==> src/rtl/dual_issue_pkg.sv <==
// Shared instruction-decode definitions for the dual-issue scheduler and decode hazard logic.
package dual_issue_pkg;

  localparam logic [5:0] OP_RTYPE = 6'h00;
  localparam logic [5:0] OP_J     = 6'h02;
  localparam logic [5:0] OP_JAL   = 6'h03;
  localparam logic [5:0] OP_BEQ   = 6'h04;
  localparam logic [5:0] OP_BNE   = 6'h05;
  localparam logic [5:0] OP_LW    = 6'h23;
  localparam logic [5:0] OP_SW    = 6'h2B;
  localparam logic [5:0] FN_JR    = 6'h08;

  typedef enum logic [1:0] {CLS_ALU, CLS_MEM, CLS_CTRL} instr_cls_e;

  typedef struct packed {
    logic       valid;
    logic [4:0] rd;
  } dest_t;

  function automatic dest_t dest_reg(input logic [31:0] instr);
    dest_t d;
    d = '{valid: 1'b0, rd: 5'd0};
    case (instr[31:26])
      OP_RTYPE: if (instr[5:0] != FN_JR) d = '{valid: 1'b1, rd: instr[15:11]};
      OP_JAL:   d = '{valid: 1'b1, rd: 5'd31};
      OP_J, OP_BEQ, OP_BNE, OP_SW: d = '{valid: 1'b0, rd: 5'd0};
      default:  d = '{valid: 1'b1, rd: instr[20:16]};
    endcase
    return d;
  endfunction

  function automatic instr_cls_e instr_class(input logic [31:0] instr);
    instr_cls_e c;
    c = CLS_ALU;
    case (instr[31:26])
      OP_LW, OP_SW:               c = CLS_MEM;
      OP_J, OP_JAL, OP_BEQ, OP_BNE: c = CLS_CTRL;
      OP_RTYPE: if (instr[5:0] == FN_JR) c = CLS_CTRL;
      default:                    c = CLS_ALU;
    endcase
    return c;
  endfunction

endpackage

==> src/rtl/dual_issue_scheduler_hazard.sv <==
// Combinational pair-split decision for two adjacent instructions (older in slot 0).
module pair_hazard_check
  import dual_issue_pkg::*;
(
  input  logic [31:0] i_instr0,
  input  logic [31:0] i_instr1,
  output logic        o_split
);

  dest_t      w_d0, w_d1;
  instr_cls_e w_c0, w_c1;
  logic       w_raw, w_waw, w_mem, w_ctrl, w_link, w_e1_jr, w_e1_jal;

  always_comb begin
    w_d0     = dest_reg(i_instr0);
    w_d1     = dest_reg(i_instr1);
    w_c0     = instr_class(i_instr0);
    w_c1     = instr_class(i_instr1);
    w_e1_jr  = (i_instr1[31:26] == OP_RTYPE) && (i_instr1[5:0] == FN_JR);
    w_e1_jal = (i_instr1[31:26] == OP_JAL);
    // $0 writes are architecturally discarded, so they never order a pair
    w_raw    = w_d0.valid && (w_d0.rd != 5'd0) &&
               ((w_d0.rd == i_instr1[25:21]) || (w_d0.rd == i_instr1[20:16]));
    w_waw    = w_d0.valid && w_d1.valid && (w_d0.rd != 5'd0) && (w_d0.rd == w_d1.rd);
    w_mem    = (w_c0 == CLS_MEM) && (w_c1 == CLS_MEM);
    w_ctrl   = (w_c0 == CLS_CTRL);
    w_link   = (w_e1_jr || w_e1_jal) && w_d0.valid && (w_d0.rd == 5'd31);
    o_split  = w_raw || w_waw || w_mem || w_ctrl || w_link;
  end

endmodule

==> src/rtl/dual_issue_scheduler.sv <==
// Circular instruction queue between dual fetch and decode, issuing one or two oldest entries per cycle.
module dual_issue_scheduler
  import dual_issue_pkg::*;
#(
  parameter int unsigned DEPTH = 4,
  parameter int unsigned IW    = 32,
  parameter int unsigned PCW   = 11
) (
  input  logic           clk,
  input  logic           rst,
  input  logic           flush,
  input  logic [1:0]     in_valid,
  input  logic [IW-1:0]  in_instr0,
  input  logic [IW-1:0]  in_instr1,
  input  logic [PCW-1:0] in_pc0,
  output logic           in_ready,
  input  logic           out_ready,
  output logic [1:0]     out_valid,
  output logic [IW-1:0]  out_instr0,
  output logic [IW-1:0]  out_instr1,
  output logic [PCW-1:0] out_pc0,
  output logic [PCW-1:0] out_pc1,
  output logic [15:0]    dual_cnt,
  output logic [15:0]    single_cnt
);

  localparam int unsigned AW = $clog2(DEPTH);
  localparam int unsigned CW = AW + 1;

  logic [IW-1:0]  r_instr [DEPTH];
  logic [PCW-1:0] r_pc    [DEPTH];
  logic [AW-1:0]  r_head, r_tail;
  logic [CW-1:0]  r_count;
  logic [15:0]    r_dual_cnt, r_single_cnt;

  logic [AW-1:0]  w_head1, w_tail1;
  logic [IW-1:0]  w_e0_instr, w_e1_instr;
  logic           w_split;
  logic [1:0]     w_enq_n, w_deq_n;

  assign w_head1    = r_head + AW'(1);
  assign w_tail1    = r_tail + AW'(1);
  assign w_e0_instr = r_instr[r_head];
  assign w_e1_instr = r_instr[w_head1];

  pair_hazard_check u_hazard (
    .i_instr0 (w_e0_instr[31:0]),
    .i_instr1 (w_e1_instr[31:0]),
    .o_split  (w_split)
  );

  always_comb begin
    in_ready     = (r_count <= CW'(DEPTH - 2));
    out_valid[0] = (r_count >= CW'(1));
    out_valid[1] = (r_count >= CW'(2)) && !w_split;
    out_instr0   = w_e0_instr;
    out_instr1   = w_e1_instr;
    out_pc0      = r_pc[r_head];
    out_pc1      = r_pc[w_head1];
    dual_cnt     = r_dual_cnt;
    single_cnt   = r_single_cnt;

    w_enq_n = 2'd0;
    if (in_ready && !flush) begin
      if (in_valid == 2'b11)      w_enq_n = 2'd2;
      else if (in_valid == 2'b01) w_enq_n = 2'd1;
    end
    w_deq_n = 2'd0;
    if (out_ready) w_deq_n = {1'b0, out_valid[0]} + {1'b0, out_valid[1]};
  end

  always_ff @(posedge clk) begin
    if (w_enq_n != 2'd0) begin
      r_instr[r_tail] <= in_instr0;
      r_pc[r_tail]    <= in_pc0;
    end
    if (w_enq_n == 2'd2) begin
      r_instr[w_tail1] <= in_instr1;
      r_pc[w_tail1]    <= in_pc0 + PCW'(1);
    end
  end

  always_ff @(posedge clk or negedge rst) begin
    if (!rst) begin
      r_head       <= '0;
      r_tail       <= '0;
      r_count      <= '0;
      r_dual_cnt   <= '0;
      r_single_cnt <= '0;
    end else begin
      if (flush) begin
        r_head  <= '0;
        r_tail  <= '0;
        r_count <= '0;
      end else begin
        r_head  <= r_head + AW'(w_deq_n);
        r_tail  <= r_tail + AW'(w_enq_n);
        r_count <= r_count + CW'(w_enq_n) - CW'(w_deq_n);
      end
      if (out_ready && out_valid == 2'b11) r_dual_cnt   <= r_dual_cnt + 16'd1;
      if (out_ready && out_valid == 2'b01) r_single_cnt <= r_single_cnt + 16'd1;
    end
  end

endmodule
==> config.mk <==
export PLATFORM = sky130hd
export DESIGN_NAME = dual_issue_scheduler
export DESIGN_NICKNAME = d
export VERILOG_FILES = /design/src/rtl/dual_issue_pkg.sv /design/src/rtl/dual_issue_scheduler_hazard.sv /design/src/rtl/dual_issue_scheduler.sv
export SDC_FILE = /design/constraint.sdc
export NUM_CORES = 1
export LEC_CHECK = 0
export ABC_AREA = 1
export ABC_CLOCK_PERIOD_IN_PS = 4900
export CAP_MARGIN = 5
export CORE_ASPECT_RATIO = 0.7
export CORE_MARGIN = 2
export CORE_UTILIZATION = 31
export DETAILED_ROUTE_END_ITERATION = 12
export HOLD_SLACK_MARGIN = 0.05
export PLACE_DENSITY = 0.61
export SLEW_MARGIN = 40
export SYNTH_ARGS = -nofsm -noshare
export SYNTH_HDL_FRONTEND = slang
export SYNTH_SLANG_ARGS = --single-unit
==> constraint.sdc <==
create_clock -name clk -period 4.9 [get_ports clk]
set_input_delay 0.98 -clock clk [delete_from_list [all_inputs] [get_ports clk]]
set_output_delay 0.98 -clock clk [all_outputs]
set_load 0.03 [all_outputs]
Word-level counts from Yosys, hierarchy flattened
Memories as Yosys holds them, arrays and structs flattened.
Index checks and enable logic that the tools add are counted.
{"block": "totals", "register_bits": 39, "mem_bits_rw": 172, "input_bits": 81, "output_inout_bits": 121, "elab_cells": 98, "memories": 2}
{"block": "op_classes", "n_addsub": 10, "order_cmp": 3, "n_eq_ne": 28, "n_mux": 19, "reduce_logical": 31}
{"memory": "r_instr", "depth": 4, "width": 32, "rd": 2, "rd_clocked_by_memory_dff": 0, "wr": 2, "line": "dual_issue_scheduler.sv:30", "rtl": "logic [IW-1:0] r_instr [DEPTH];"}
{"memory": "r_pc", "depth": 4, "width": 11, "rd": 2, "rd_clocked_by_memory_dff": 0, "wr": 2, "line": "dual_issue_scheduler.sv:31", "rtl": "logic [PCW-1:0] r_pc [DEPTH];"}
{"op": "6-bit one-hot mux with 3 select lines", "count": 2}
{"op": "16-bit by 1-bit adder with 16-bit output (second input constant)", "count": 2}
{"op": "6-bit by 2-bit equality test with 1-bit output (second input constant)", "count": 4}
{"op": "6-bit by 3-bit equality test with 1-bit output (second input constant)", "count": 4}
{"op": "6-bit equality test (second input constant)", "count": 4}
{"op": "4-bit OR reduction", "count": 4}
{"op": "5-bit equality test", "count": 3}
{"op": "2-bit two-way mux", "count": 7}
{"op": "1-bit logical AND", "count": 13}
{"op": "6-bit by 4-bit equality test with 1-bit output (second input constant)", "count": 2}
{"op": "6-bit logical NOT", "count": 2}
{"op": "6-bit two-way mux", "count": 2}
{"op": "6-bit by 4-bit != test with 1-bit output (second input constant)", "count": 2}
{"op": "2-bit one-hot mux with 3 select lines", "count": 2}
{"op": "11-bit by 1-bit adder with 11-bit output (second input constant)", "count": 1}
{"op": "2-bit by 1-bit equality test with 1-bit output (second input constant)", "count": 4}
{"op": "2-bit equality test (second input constant)", "count": 4}
{"op": "1-bit logical OR", "count": 6}
{"op": "5-bit equality test (second input constant)", "count": 1}
{"op": "1-bit two-way mux", "count": 5}
{"op": "5-bit nonzero test", "count": 1}
{"op": "2-bit by 1-bit adder with 2-bit output (second input constant)", "count": 2}
{"op": "2-bit adder", "count": 2}
{"op": "2-bit OR reduction", "count": 2}
{"op": "9 further kinds", "count": 10}

Longest topological paths before layout
Gate-level depths: netlist of the first run.
An unclocked memory read counts as a cell.
{"block": "logic_depth", "ltp_word": 18, "depth_mapped": 34, "mapped_depth_nobuf": 32}

Hierarchy
From an unflattened synthesis of the first run, not the netlist that was laid out.
{"block": "unflattened", "hier_cells": 1637, "hier_area_um2": 12998.7}
{"mod": "dual_issue_scheduler", "n_inst": 1, "cells_per_inst": 1451, "area_each_um2": 12094.1, "seq_area_each_um2": 6140.9}
{"mod": "pair_hazard_check", "n_inst": 1, "cells_per_inst": 186, "area_each_um2": 904.6, "seq_area_each_um2": 0.0}

Worst setup path after synthesis of the first run
No wires, ideal clock.
{"block": "synth_path", "path_kind": "input to register", "from": "input port flush", "to": "memory r_instr[0][0] (enable)", "setup_time_ns": 0.503, "arrival_time_ns": 4.419, "required_time_ns": 4.397, "path_slack_ns": -0.022, "path_stages": 4, "n_path_buf": 1, "path_cell_list": "clkbuf_1 > nor2_1 > nand2_1 > o21ai_0"}
{"element": "from (decl)", "line": "dual_issue_scheduler.sv:11", "rtl": "input logic flush,"}
{"element": "to (decl)", "line": "dual_issue_scheduler.sv:30"}

Worst setup path in the final report of the first run
{"block": "layout_path", "from": "register r_head[0]", "to": "register r_count[2]"}
{"block": "layout_between", "elab_chain_cells": 18, "word_cells_on_any_way": 63, "cone_classes": "add/sub: 3; eq/ne: 23; mux: 10; reduce/logical: 26; memory: 1"}
{"element": "from (decl)", "line": "dual_issue_scheduler.sv:32", "rtl": "logic [AW-1:0] r_head, r_tail;"}
{"element": "from (signal assigned)", "line": "dual_issue_scheduler.sv:96", "rtl": "r_head <= r_head + AW'(w_deq_n);"}
{"element": "2-bit by 1-bit adder with 2-bit output", "line": "dual_issue_scheduler.sv:41", "rtl": "assign w_head1 = r_head + AW'(1);"}
{"element": "memory 4 x 32 bit (*)"}
{"element": "parallel branches: the longest is 9 deep, another holds 6-bit equality test"}
{"element": "1-bit logical OR (*)", "line": "dual_issue_scheduler_hazard.sv:28", "rtl": "o_split = w_raw || w_waw || w_mem || w_ctrl || w_link;"}
{"element": "1-bit logical NOT (*)", "line": "dual_issue_scheduler.sv:55", "rtl": "out_valid[1] = (r_count >= CW'(2)) && !w_split;"}
{"element": "1-bit logical AND (*)", "line": "dual_issue_scheduler.sv:55"}
{"element": "1-bit by 1-bit adder with 2-bit output (*)", "line": "dual_issue_scheduler.sv:69", "rtl": "if (out_ready) w_deq_n = {1'b0, out_valid[0]} + {1'b0, out_valid[1]};"}
{"element": "2-bit two-way mux (*)", "line": "dual_issue_scheduler.sv:69"}
{"element": "3-bit by 2-bit subtractor with 3-bit output (*)", "line": "dual_issue_scheduler.sv:98", "rtl": "r_count <= r_count + CW'(w_enq_n) - CW'(w_deq_n);"}
{"element": "3-bit two-way mux (*)", "line": "dual_issue_scheduler.sv:91", "rtl": "if (flush) begin"}
{"element": "to (signal assigned)", "line": "dual_issue_scheduler.sv:98"}
{"element": "to (decl)", "line": "dual_issue_scheduler.sv:33", "rtl": "logic [CW-1:0] r_count;"}
Mark *: on every way between the ends.
A chain may end at the register's enable or synchronous reset.

==> results of run 1 <==
-- state kept, by name, indices dropped and copies added (netlist names) --
name        flops
r_instr       128
r_pc           44
dual_cnt       16
single_cnt     16
r_count         3
r_head          2
r_tail          2
-- metal layers --
| layer | vias up | share of wire [%] | track usage (%) |
|---|---|---|---|
| met5 | - | 0 | 0 |
| met4 | 0 | 2.8 | 6.24 |
| met3 | 68 | 8.4 | 4.07 |
| met2 | 489 | 43 | 29.1 |
| met1 | 5435 | 46 | 28.4 |
| li1 | 5643 | - | - |
-- cell families after synthesis --
group | after synthesis
AOI/OAI and AO/OA | 344
xor gates and xnor gates | 47
adders and majority gates | 9
buffers and inverters | 225
DFF | 211
muxes | 12
and+or+nand+nor | 734
-- worst max-delay path, cell delays in order (launching register included) --
cell and delay, ps:
dfrtp_4 580, buf_4 220, nand2_1 60, nand3_1 80
nand2_1 200, nand3_1 120, nor2_2 360, nand3_1 160
nand3_2 120, nand2_2 130, nand2_1 90, nand2_1 50
nor2_1 120, nand3_1 80, nand2_1 90, nand2_1 70
nand2_1 70, nor2_2 60, ha_1 190, nand2_1 190
inv_1 130, fa_1 500, fa_1 440, xor2_1 150
nor2_1 50
-- area by class of cell --
class	instances	area, um^2
Timing Repair Buffer	238	2380
Clock inverter	11	118
Inverter	141	549
Tap cell	535	669
Multi-Input combinational cell	1146	5580
Sequential cell	211	6150
Clock buffer	35	714
Fill cell	3956	23900
-- through the flow --
step / util (%) / total power [uW] / area [um^2]
6_report: 40.3 / 10300 / 16200
5_1_grt: 40.3 / 10900 / 16200
4_1_cts: 40.2 / 10300 / 16100
3_5_place_dp: 38.2 / 8340 / 15300
3_3_place_gp: 38.0 / 8330 / 15200
2_1_floorplan: - / 6070 / 12700
-- timing repair --
action | 4_1_cts | 5_1_grt
endpoints found under the setup margin | 0 | 9
setup buffers | 0 | 1
resized for setup | 0 | 9
-- layout by cell type (no fill, tap or decap), types with 3 or more instances in the layout --
cell type / n
nand2_1: 468
o21ai_0: 223
clkdlybuf4s50_1: 199
edfxtp_1: 172
nor2_1: 138
inv_1: 130
nand3_1: 64
dfrtp_1: 37
a21oi_1: 32
o21ai_1: 32
xor2_1: 31
buf_4: 29
clkbuf_16: 26
o22ai_1: 22
nand2_2: 19
xnor2_1: 16
o211ai_1: 15
nor2_2: 11
mux2i_1: 11
nand4_1: 9
inv_2: 8
nand3_2: 8
nor3_1: 8
ha_1: 7
nand3b_1: 6
clkbuf_1: 6
buf_12: 5
a22oi_1: 4
clkinv_2: 4
a31oi_1: 3
clkbuf_8: 3
buf_8: 3
-- where the power goes --
part,internal (uW),switching [uW],leakage (uW)
Sequential,2110,132,0.00207
Clock,1120,773,0.000407
Combinational,2080,4060,0.00439
Total,5320,4960,0.00687
-- how the worst max path moves through the flow --
stage	end	slack (ps)	cells after the start
final	r_count[2]$_DFF_PN0_	420	24
after global routing	dual_cnt[15]$_DFFE_PN0P_	10	28
after CTS	r_count[2]$_DFF_PN0_	230	20
after detailed placement	r_count[2]$_DFF_PN0_	280	25
after global placement	r_count[2]$_DFF_PN0_	320	20
after floorplan	r_instr[0][0]$_DFFE_PP_	-20	4
==> flow_summary.json, run 1 <==
{
  "status": "complete, no violations",
  "maxSlewHeadroom_pct": 46.6,
  "cts_root_buf": "clkbuf_16",
  "synth_seq_cells": 211,
  "grt_pass1_wl_um": 64200,
  "routed_wirelength_um": 42500,
  "reg2reg_depth": 24,
  "fp-row-count": 61,
  "seq_area_frac_synth_pct": 48.4,
  "max_freq_ghz": 0.223,
  "synth_xor_area_share_pct": 3.24,
  "synthAdderAreaFrac_pct": 1.01,
  "synthTopCellsByCount": "nand2_1 (470), o21ai_0 (225), edfxtp_1 (172), nor2_1 (140), inv_1 (130)",
  "avgViaCountPerCell": 5.02,
  "powerDensity_nw_per_um2": 636,
  "cp-start-kind": "register",
  "hpwlAfterDp_um": 30000,
  "fin_nets": 1853,
  "grt_util_all_layers_pct": 19.6,
  "synth_top_cell_area_share_pct": 40.7,
  "crit_path_end_kind": "register",
  "drtPass1Iterations": 6,
  "max_cap_viol_count": 0,
  "place_inst": 2270,
  "worstPathRequired_ps": 5310,
  "synth_cell_types": 43,
  "die-width_um": 246,
  "setup_viol": 0,
  "final.setup_skew_ps": 18.7,
  "synth_edf_count": 172,
  "netlist_instances": 1582,
  "slew_violations": 0,
  "synth_ff_type": "edfxtp_1",
  "peakVddDrop_mv": 0.367,
  "gr-total-overflow": 0,
  "avgRoutedWirePerCell_um": 18.3,
  "start_util_pct": 31.7,
  "num_vias": 11600,
  "drc_errors": 0,
  "finalHoldViolCount": 0,
  "fp.dieH_um": 173,
  "startpoint": "r_head[0]$_DFF_PN0_",
  "detail-route-antenna-nets": 0,
  "dpl_worst_slack_ps": 276,
  "syn_area_um2": 12700,
  "clk_path_buf_depth": 3,
  "gp_congestion": 0.897,
  "finalSetupTns_ps": 0,
  "r2r_slack_ps": 420,
  "io_pins": 202,
  "synth.most_common_cell": "nand2_1",
  "stdcell_count": 2317,
  "synth.avg_cell_area_um2": 8.02,
  "path_class": "reg -> reg",
  "yosys_warnings": 0,
  "tritoncts": "yes",
  "synth_top_cell_by_area": "edfxtp_1",
  "worst_slack_ps": 422,
  "min_period_ps": 4480,
  "grt_antenna_before_repair": 0,
  "hold_slack_ps": 406,
  "crit_arrival_ps": 4880,
  "rr_startpoint": "r_head[0]$_DFF_PN0_",
  "synth_mux_area_share_pct": 0.957,
  "port_buffers": 201,
  "yosys.area_share.simple_pct": 23.8,
  "crit_fanout": 12,
  "syn_nets": 1672,
  "drt_iter0_drc": 1129,
  "clkLatencyLatePin_ps": 550,
  "synthTopCellsByArea": "edfxtp_1 (41%), nand2_1 (14%), o21ai_0 (8.9%), dfrtp_1 (7.7%), nor2_1 (4.1%)",
  "core-area_um2": 40100,
  "synth_compound_area_share_pct": 14.6,
  "synthArstFlopShare_pct": 18.5,
  "rsz0062_at_grt": "no",
  "antennaDiodeCount": 0,
  "cts_buffers": 25,
  "clkSinkCount": 211,
  "drive_gt1_share_pct": 7.86,
  "cts.clk_slew.worst_paths_ps": 60,
  "total_leakage_power_uw": 0.00687,
  "grt_max_degree": 78,
  "synth_top_family_by_area": "simple AND/OR/NAND/NOR gates",
  "h-tree-depth": 1,
  "die_area_um2": 42600,
  "worst_pin_slew_ps": 801,
  "hold_buffers": 0,
  "area_growth_pct": 27.3,
  "hold_path.class": "in -> async",
  "min_period_over_period_pct": 91.4,
  "grt_pass1_vias": 10700,
  "r2r_end": "r_count[2]$_DFF_PN0_"
}
Note: power is estimated with default switching activity, not from simulation.
==> run 2: changes to the inputs <==
TNS_END_PERCENT = 20   (was not set)
==> results of run 2 <==
Final layout, timing and power as in run 1 (identical DEF).
==> run 3: changes to the inputs <==
PLACE_DENSITY = 0.57   (was 0.61)
==> flow_summary.json, run 3 (synthesis gave the netlist of run 1 again) <==
{
  "status": "complete, no violations",
  "slew_violations": 0,
  "final_cell_mix": "nand2_1 (467), o21ai_0 (223), clkdlybuf4s50_1 (199), edfxtp_1 (172), nor2_1 (139)",
  "drtPass1Iterations": 5,
  "die-width_um": 246,
  "dpl_worst_slack_ps": 395,
  "area_growth_pct": 27.8,
  "maxSlewHeadroom_pct": 49.5,
  "drc_errors": 0,
  "r2r_end": "r_count[2]$_DFF_PN0_",
  "path_class": "reg -> reg",
  "cts_buffers": 24,
  "place_inst": 2271,
  "crit_path_end_kind": "register",
  "core-area_um2": 40100,
  "worstPathRequired_ps": 5310,
  "power_switching_uw": 4960,
  "rr_startpoint": "r_head[0]$_DFF_PN0_",
  "detail-route-antenna-nets": 0,
  "peakVddDrop_mv": 0.466,
  "largest-register": "r_instr",
  "grt_antenna_before_repair": 2,
  "avgRoutedWirePerCell_um": 18.5,
  "top_regs": "r_instr: 128 flops, r_pc: 44 flops",
  "seq_power_share_pct": 21.4,
  "crit_fanout": 17,
  "final_area_um2": 16200,
  "reg2reg_depth": 21,
  "cts.clk_slew.worst_paths_ps": 60,
  "max_freq_ghz": 0.221,
  "finalHoldViolCount": 0,
  "grt_pass1_wl_um": 65300,
  "gr-total-overflow": 0,
  "clkLatencyLatePin_ps": 530,
  "io_pins": 202,
  "largest_reg_flops": 128,
  "grt_util_all_layers_pct": 19.9,
  "drt_iter0_drc": 1217,
  "start_util_pct": 31.7,
  "total_leakage_power_uw": 0.00690,
  "setup_viol": 0,
  "crit_cells": 21,
  "min_period_ps": 4520,
  "hold_slack_ps": 425,
  "h-tree-depth": 1,
  "r2r_slack_ps": 380,
  "path_common_cell": "nand2_1",
  "clkSinkCount": 211,
  "startpoint": "r_head[0]$_DFF_PN0_",
  "fp.dieH_um": 173,
  "gp_congestion": 0.890,
  "max_cap_viol_count": 0,
  "grt_max_degree": 106,
  "p_sw_share_pct": 47.7,
  "avgViaCountPerCell": 4.94,
  "crit_end": "r_count[2]$_DFF_PN0_",
  "worst_pin_slew_ps": 750,
  "placed_area_um2": 15300,
  "tritoncts": "yes",
  "crit_family": "simple AND/OR/NAND/NOR gates",
  "fp-row-count": 61,
  "min_period_over_period_pct": 92.3,
  "worst_slack_ps": 379,
  "crit_buf_inv": 4,
  "stdcell_count": 2320,
  "fillerInstances": 4004,
  "max_stage_delay_ps": 580,
  "fin_nets": 1854,
  "grt_pass1_vias": 10900,
  "drive_gt1_share_pct": 7.80,
  "cts_root_buf": "clkbuf_16",
  "die_area_um2": 42600,
  "hold_path.class": "in -> async",
  "intPower_uw": 5440,
  "p_clk_share_pct": 19.4,
  "hpwlAfterDp_um": 30300,
  "seq_area_um2": 6150,
  "clk_path_buf_depth": 3,
  "powerDensity_nw_per_um2": 642,
  "port_buffers": 201,
  "num_vias": 11500,
  "critPathSlowestCell": "a22oi_1",
  "multi_input_area_um2": 5590,
  "power.share.combinational_pct": 59.2,
  "finalSetupTns_ps": 0,
  "cp-start-kind": "register",
  "layout_commonest_cell": "nand2_1",
  "routed_wirelength_um": 43000,
  "crit_arrival_ps": 4930,
  "path_cells": "nand2_2, buf_4, inv_1, buf_4, a22oi_1, nand3_1, nand3_1, nand2_1, nand2_1, nand2_1, nor2_1, nand4_1, nand2_1, nor2_1, ha_1, nand2_1, inv_1, fa_1, fa_1, xor2_1, nor2_1",
  "final.setup_skew_ps": 8.23,
  "post_cts_buffers": 0,
  "hold_buffers": 0
}
## run 3: changes by cell type in the layout (fill, tap and decap cells not counted), sizes merged
cell and delta:
buf +1, bufinv +4, clkbuf -3, clkinv -2, diode +3
## run 3: how the worst min path moves through the flow
stage / from / end / slack [ps] / cells after the start
6_report: rst / single_cnt[11]$_DFFE_PN0P_ / 420 / 1
5_1_grt: rst / single_cnt[11]$_DFFE_PN0P_ / 450 / 1
3_5_place_dp: dual_cnt[15]$_DFFE_PN0P_ / dual_cnt[15]$_DFFE_PN0P_ / 470 / 1
4_1_cts: rst / single_cnt[1]$_DFFE_PN0P_ / 430 / 1
3_3_place_gp: dual_cnt[15]$_DFFE_PN0P_ / dual_cnt[15]$_DFFE_PN0P_ / 470 / 1
2_1_floorplan: r_count[0]$_DFF_PN0_ / r_count[0]$_DFF_PN0_ / 600 / 3
## run 3: layer usage
metal	vias up	routed length (um)	global-route usage (%)
met1	5333	20000	28.8
met3	69	3180	3.64
met4	0	1090	5.81
met2	420	18800	30.1
li1	5640	-	-
met5	-	0	0
## run 3: layout make-up
cell class | instances | share of cell area [%]
clock inverters | 13 | 1.33
well taps | 535 | 4.13
clock buffers | 31 | 4.06
repair buffers | 240 | 14.8
flip-flops and latches | 211 | 37.9
inverters | 141 | 3.31
diodes | 3 | 0.0463
multi-input cells | 1146 | 34.4
## run 3: what timing repair did
action / in CTS / in global routing
setup endpoints to repair: 0 / 5
resized for setup: 0 / 7
hold endpoints to repair: 0 / 0
## run 3: power groups by stage
stage	logic, uW	registers [uW]	clock network [uW]
6_report	6160	2220	2020
3_3_place_gp	6070	2250	0
2_1_floorplan	3780	2290	0
5_1_grt	6610	2240	2120
3_5_place_dp	6080	2250	0
4_1_cts	6110	2220	2060
## run 3: metrics by stage
step	total power, uW	util [%]
2_1_floorplan	6070	-
3_3_place_gp	8320	38.0
3_5_place_dp	8330	38.1
4_1_cts	10400	40.3
5_1_grt	11000	40.5
6_report	10400	40.5
